### src/rtl/riscv_axi4lite_arbiter.sv
// riscv_axi4lite_arbiter
//
// Shares the core's single AXI4-Lite master port between the instruction
// fetch unit (requester 0, read only) and the load/store unit (requester 1,
// read and write). Arbitration is round-robin over three request sources
// (fetch read, LSU read, LSU write) with only one transaction in flight at a
// time. Read data and write responses pass straight through to the owner.
//
// Ports
//   axi_clk, axi_arstn     clock, synchronous active-low reset
//   s0_ar*, s0_r*          fetch read address / read data channels
//   s1_ar*, s1_r*          LSU read address / read data channels
//   s1_aw*, s1_w*, s1_b*   LSU write address / write data / response channels
//   m_ar*, m_r*            master read address / read data channels
//   m_aw*, m_w*, m_b*      master write address / write data / response channels
module riscv_axi4lite_arbiter #(
    parameter int ADDR_WIDTH = 64,
    parameter int DATA_WIDTH = 64,
    parameter int STRB_WIDTH = DATA_WIDTH / 8
) (
    input  logic                  axi_clk,
    input  logic                  axi_arstn,
    // fetch port
    input  logic [ADDR_WIDTH-1:0] s0_araddr,
    input  logic                  s0_arvalid,
    output logic                  s0_arready,
    output logic [DATA_WIDTH-1:0] s0_rdata,
    output logic [1:0]            s0_rresp,
    output logic                  s0_rvalid,
    input  logic                  s0_rready,
    // LSU port
    input  logic [ADDR_WIDTH-1:0] s1_araddr,
    input  logic                  s1_arvalid,
    output logic                  s1_arready,
    output logic [DATA_WIDTH-1:0] s1_rdata,
    output logic [1:0]            s1_rresp,
    output logic                  s1_rvalid,
    input  logic                  s1_rready,
    input  logic [ADDR_WIDTH-1:0] s1_awaddr,
    input  logic                  s1_awvalid,
    output logic                  s1_awready,
    input  logic [DATA_WIDTH-1:0] s1_wdata,
    input  logic [STRB_WIDTH-1:0] s1_wstrb,
    input  logic                  s1_wvalid,
    output logic                  s1_wready,
    output logic [1:0]            s1_bresp,
    output logic                  s1_bvalid,
    input  logic                  s1_bready,
    // master port
    output logic [ADDR_WIDTH-1:0] m_araddr,
    output logic [2:0]            m_arprot,
    output logic                  m_arvalid,
    input  logic                  m_arready,
    input  logic [DATA_WIDTH-1:0] m_rdata,
    input  logic [1:0]            m_rresp,
    input  logic                  m_rvalid,
    output logic                  m_rready,
    output logic [ADDR_WIDTH-1:0] m_awaddr,
    output logic [2:0]            m_awprot,
    output logic                  m_awvalid,
    input  logic                  m_awready,
    output logic [DATA_WIDTH-1:0] m_wdata,
    output logic [STRB_WIDTH-1:0] m_wstrb,
    output logic                  m_wvalid,
    input  logic                  m_wready,
    input  logic [1:0]            m_bresp,
    input  logic                  m_bvalid,
    output logic                  m_bready
);

    typedef enum logic [2:0] {ST_IDLE, ST_AR, ST_R, ST_AWW, ST_B} state_t;
    typedef enum logic [1:0] {SRC_R0, SRC_R1, SRC_W1} src_t;

    state_t state;
    src_t   last_src;   // most recently granted source, lowest priority next
    logic   rd_owner;   // 0: fetch owns the read, 1: LSU owns the read
    logic   aw_done;
    logic   w_done;

    logic req_r0, req_r1, req_w1;
    logic grant_r0, grant_r1, grant_w1;
    logic aw_hs, w_hs;

    assign req_r0 = s0_arvalid;
    assign req_r1 = s1_arvalid;
    // A write only competes once both its address and data are offered.
    assign req_w1 = s1_awvalid && s1_wvalid;

    // Round-robin: scan starting from the source after the last grant.
    always_comb begin
        // NOTE: every output of this block gets a default first so that no
        // path leaves it unassigned, which would otherwise infer a latch.
        grant_r0 = 1'b0;
        grant_r1 = 1'b0;
        grant_w1 = 1'b0;
        if (axi_arstn && state == ST_IDLE) begin
            case (last_src)
                SRC_R0: begin
                    if      (req_r1) grant_r1 = 1'b1;
                    else if (req_w1) grant_w1 = 1'b1;
                    else if (req_r0) grant_r0 = 1'b1;
                end
                SRC_R1: begin
                    if      (req_w1) grant_w1 = 1'b1;
                    else if (req_r0) grant_r0 = 1'b1;
                    else if (req_r1) grant_r1 = 1'b1;
                end
                default: begin
                    if      (req_r0) grant_r0 = 1'b1;
                    else if (req_r1) grant_r1 = 1'b1;
                    else if (req_w1) grant_w1 = 1'b1;
                end
            endcase
        end
    end

    assign s0_arready = grant_r0;
    assign s1_arready = grant_r1;
    assign s1_awready = grant_w1;
    assign s1_wready  = grant_w1;

    // Read data path: data is shared, only the owner sees rvalid.
    assign s0_rdata  = m_rdata;
    assign s0_rresp  = m_rresp;
    assign s1_rdata  = m_rdata;
    assign s1_rresp  = m_rresp;
    assign s0_rvalid = (state == ST_R) && !rd_owner && m_rvalid;
    assign s1_rvalid = (state == ST_R) &&  rd_owner && m_rvalid;
    assign m_rready  = (state == ST_R) && (rd_owner ? s1_rready : s0_rready);

    // Write response path.
    assign s1_bresp  = m_bresp;
    assign s1_bvalid = (state == ST_B) && m_bvalid;
    assign m_bready  = (state == ST_B) && s1_bready;

    assign m_awprot  = 3'b000;

    assign aw_hs = m_awvalid && m_awready;
    assign w_hs  = m_wvalid  && m_wready;

    // NOTE: sequential state uses non-blocking assignments only, so every
    // register samples the pre-edge values regardless of statement order.
    always_ff @(posedge axi_clk) begin
        if (!axi_arstn) begin
            state     <= ST_IDLE;
            last_src  <= SRC_W1;
            rd_owner  <= 1'b0;
            aw_done   <= 1'b0;
            w_done    <= 1'b0;
            m_arvalid <= 1'b0;
            m_awvalid <= 1'b0;
            m_wvalid  <= 1'b0;
            m_araddr  <= '0;
            m_arprot  <= '0;
            m_awaddr  <= '0;
            m_wdata   <= '0;
            m_wstrb   <= '0;
        end else begin
            case (state)
                ST_IDLE: begin
                    if (grant_r0) begin
                        m_araddr  <= s0_araddr;
                        m_arprot  <= 3'b100;   // instruction access
                        rd_owner  <= 1'b0;
                        last_src  <= SRC_R0;
                        m_arvalid <= 1'b1;
                        state     <= ST_AR;
                    end else if (grant_r1) begin
                        m_araddr  <= s1_araddr;
                        m_arprot  <= 3'b000;
                        rd_owner  <= 1'b1;
                        last_src  <= SRC_R1;
                        m_arvalid <= 1'b1;
                        state     <= ST_AR;
                    end else if (grant_w1) begin
                        m_awaddr  <= s1_awaddr;
                        m_wdata   <= s1_wdata;
                        m_wstrb   <= s1_wstrb;
                        aw_done   <= 1'b0;
                        w_done    <= 1'b0;
                        last_src  <= SRC_W1;
                        m_awvalid <= 1'b1;
                        m_wvalid  <= 1'b1;
                        state     <= ST_AWW;
                    end
                end
                ST_AR: begin
                    if (m_arready) begin
                        m_arvalid <= 1'b0;
                        state     <= ST_R;
                    end
                end
                ST_R: begin
                    if (m_rvalid && m_rready) state <= ST_IDLE;
                end
                ST_AWW: begin
                    // AW and W complete independently; leave once both have.
                    if (aw_hs) begin
                        m_awvalid <= 1'b0;
                        aw_done   <= 1'b1;
                    end
                    if (w_hs) begin
                        m_wvalid <= 1'b0;
                        w_done   <= 1'b1;
                    end
                    if ((aw_done || aw_hs) && (w_done || w_hs)) state <= ST_B;
                end
                ST_B: begin
                    if (m_bvalid && s1_bready) state <= ST_IDLE;
                end
                default: state <= ST_IDLE;
            endcase
        end
    end

endmodule

### config.mk
export PLATFORM = sky130hd
export DESIGN_NAME = riscv_axi4lite_arbiter
export DESIGN_NICKNAME = d
export VERILOG_FILES = /design/src/rtl/riscv_axi4lite_arbiter.sv
export SDC_FILE = /design/constraint.sdc
export NUM_CORES = 1
export LEC_CHECK = 0
export ABC_AREA = 1
export BUFFER_PORTS_ARGS = -buffer_cell sky130_fd_sc_hd__buf_2
export CELL_PAD_IN_SITES_DETAIL_PLACEMENT = 0
export CELL_PAD_IN_SITES_GLOBAL_PLACEMENT = 1
export CORE_AREA = 2 2 272 274
export CTS_CLUSTER_SIZE = 24
export DETAILED_ROUTE_END_ITERATION = 7
export DIE_AREA = 0 0 274 276
export HOLD_SLACK_MARGIN = 0.02
export PLACE_DENSITY_LB_ADDON = 0.1
export SYNTH_ARGS = -nofsm -noshare
export SYNTH_HDL_FRONTEND = slang
export SYNTH_SLANG_ARGS = --single-unit
### constraint.sdc
create_clock -name axi_clk -period 1.95 [get_ports axi_clk]
set_input_delay 0.0975 -clock axi_clk [delete_from_list [all_inputs] [get_ports axi_clk]]
set_output_delay 0.0975 -clock axi_clk [all_outputs]
set_load 0.05 [all_outputs]
==> metrics.yaml <==
floorplan:
  die_w_um: 274
  core_mm2: 0.0726
  num_rows: 99
  dieArea_mm2: 0.0756
  die_y_um: 276
  start_util_pct: 12.7
  ios: 698
timing:
  hold-worst-slack_ns: 0.0549
  fin_skew_ns: 0.0165
  fmax_mhz: 542
  period_needed_ns: 1.84
  finalMaxSlewViolations: 0
  timing.setup.tns_ns: 0
  hold_violations: 0
  rsz0062_at_grt: "no"
  layout_worst_path_cycle_share_pct: 94.6
  setup_violations: 0
grt:
  grt_use_total_pct: 11.0
  grt_pass1_vias: 10200
  grt_pass1_wl_um: 63700
  antenna_found_initial: 5
  grt_max_degree: 78
  overflow: 0
drt:
  vias: 9967
  antenna_left: 0
  vias_per_cell: 3.52
  dr.pass1.iters: 4
  drc_errors: 0
  wirelength_um: 43400
  drt_iter0_markers: 314
  wl_per_cell_um: 15.3
synthesis:
  synth_top_family_by_area: "simple AND/OR/NAND/NOR gates"
  synthSimpleGateAreaFrac_pct: 23.3
  synthMuxAreaShare_pct: 0
  yosys_warnings: 0
  postSynthCellCount: 1231
  synth_compound_area_share_pct: 12.3
  synth.avg_cell_area_um2: 7.49
  syn_area_mm2: 0.00922
  yosysSeqAreaShare_pct: 46.1
  synthXorXnorAreaFrac_pct: 0
  yosysUniqueCellTypes: 31
  synthAdderAreaFrac_pct: 0
  synth_seq_cells: 212
placement:
  dp.final_hpwl_um: 30300
  port_buffers: 490
  gp_congestion: 0.702
worst_setup_path:
  cp_slowest_cell: "dfxtp_1"
  crit_chain: "inv_2 > nand3_2 > inv_2 > nand2_8 > inv_8 > buf_12 > buf_8"
  critPathArrivalTime_ns: 1.75
  critPathMostFrequentCell: "inv_2"
  cpPeakStageDelay_ns: 0.45
  startpoint_type: "flip-flop"
  crit_required_ns: 1.85
  critPathKind: "flip-flop to primary output"
  crit_path_end_kind: "primary output"
  crit_fanout: 10
final_layout:
  most-common-layout-cells: "buf_2 (485), nor2_1 (289), dlygate4sd3_1 (264)"
  final_common_cell: "buf_2"
  final_nets: 2191
  drive_gt1_share_pct: 31.4
  area_delta_synth_final_pct: 68.8
clocking:
  htree_levels: 2
  clk_path_buf_depth: 3
  insertion_delay_ns: 0.53
  cts_sinks: 212
  cts-root-buf: "clkbuf_16"
  cts_tree: "built"
  numCtsBuffers: 34
  clk_pin_slew_ns: 0.05
power_and_ir_drop:
  p_leak_nw: 7.10
  totalPowerFinal_mw: 16.2
  ir_worst_vdd_mv: 0.519
  powerDensity_mw_per_mm2: 1040
hold_path:
  hold_class: "input port to flip-flop"
flow_run:
  drv_cap: 0
outcome:
  outcome: "complete, no violations"
==> flip-flops by register name, indices dropped and copies added, names as in the netlist <==
register	flops
aw_done	1
m_wdata	64
m_awaddr	64
m_awvalid	1
m_araddr	64
rd_owner	1
m_wvalid	1
last_src	2
state	3
m_wstrb	8
m_arvalid	1
m_arprot	1
w_done	1
==> cells by family (layout without fill, tap and decap cells) <==
kind of cell	Yosys count	in the layout
and+or+nand+nor	547	547
other	1	6
DFF	212	212
AOI/OAI and AO/OA	214	214
buffers and inverters	257	891
==> worst paths after layout <==
check | start | end | slack (ns) | cells past startpoint
min reg2reg | w_done | w_done | 0.46 | 2
max | state[1] | s1_arready | 0.11 | 7
min | m_awready | aw_done | 0.05 | 5
max reg2reg | state[2] | m_awaddr[31] | 0.15 | 8
==> layout make-up <==
cell class | count | area (um2)
antenna | 1 | 2.50
clock inverter | 6 | 76.3
sequential | 212 | 4240
timing repair buffer | 787 | 5550
tap | 959 | 1200
multi-input combinational | 766 | 3320
inverter | 44 | 201
fill | 8364 | 57000
clock buffer | 54 | 966
==> cells in the mapped netlist <==
master	count	share of area (%)
nor2_1	289	12
nand2_1	219	8.9
dfxtp_1	212	46
buf_4	153	12
o21ai_0	148	8.0
a31oi_1	40	2.7
inv_1	37	1.5
nand3_1	25	1.4
clkbuf_1	21	0.86
a21oi_1	15	0.81
buf_6	15	1.8
buf_2	10	0.54
clkbuf_2	9	0.49
inv_2	5	0.20
buf_1	4	0.16
nor3_1	4	0.22
o21ai_1	4	0.22
o22ai_1	4	0.27
nand2_4	3	0.37
clkinv_2	2	0.11
nor2_4	2	0.24
a211oi_1	1	0.081
and2_1	1	0.068
buf_8	1	0.16
conb_1	1	0.041
nand2_2	1	0.068
nand3_2	1	0.11
nand3b_1	1	0.081
o211ai_1	1	0.081
o21bai_1	1	0.081
or2_2	1	0.068
==> where the power goes <==
| part | internal, mW | switching (mW) |
|---|---|---|
| combinational | 1.64 | 3.56 |
| clock | 3.53 | 2.31 |
| sequential | 4.87 | 0.276 |
| total | 10.0 | 6.15 |
==> through the flow <==
step,worst slack [ns],instance area [um2],std cells,utilization [%]
2_1_floorplan,0.243,9230,1235,-
6_report,0.106,15600,2829,21.4
3_3_place_gp,0.165,11700,2500,16.1
4_1_cts,0.00552,15500,2828,21.4
3_5_place_dp,0.118,11700,2500,16.1
5_1_grt,0.000926,15600,2828,21.4
==> metal layers <==
layer  vias up  part of all wire (%)  global-route usage [%]
met4         6                   2.8                    3.80
met5         -                 0.094                       0
met2       405                    46                    18.1
met3        73                   8.7                    4.07
met1      4477                    43                    13.0
li1       5006                     -                       -
==> what timing repair did <==
item                                    in CTS  in global routing
hold buffers                               264                  0
endpoints found under the setup margin       6                  5
setup buffers                                3                  0
pin swaps                                    2                  1
hold endpoints to repair                   201                  0
gates resized for setup                     22                  4
gates cloned                                 2                  0
==> critical path, delay by kind of cell (launching register included) <==
family        cells  cell delay [ns]
buf+inv           5             0.50
flops             1             0.45
simple gates      2             0.25
(Power assumes the default switching activity.)
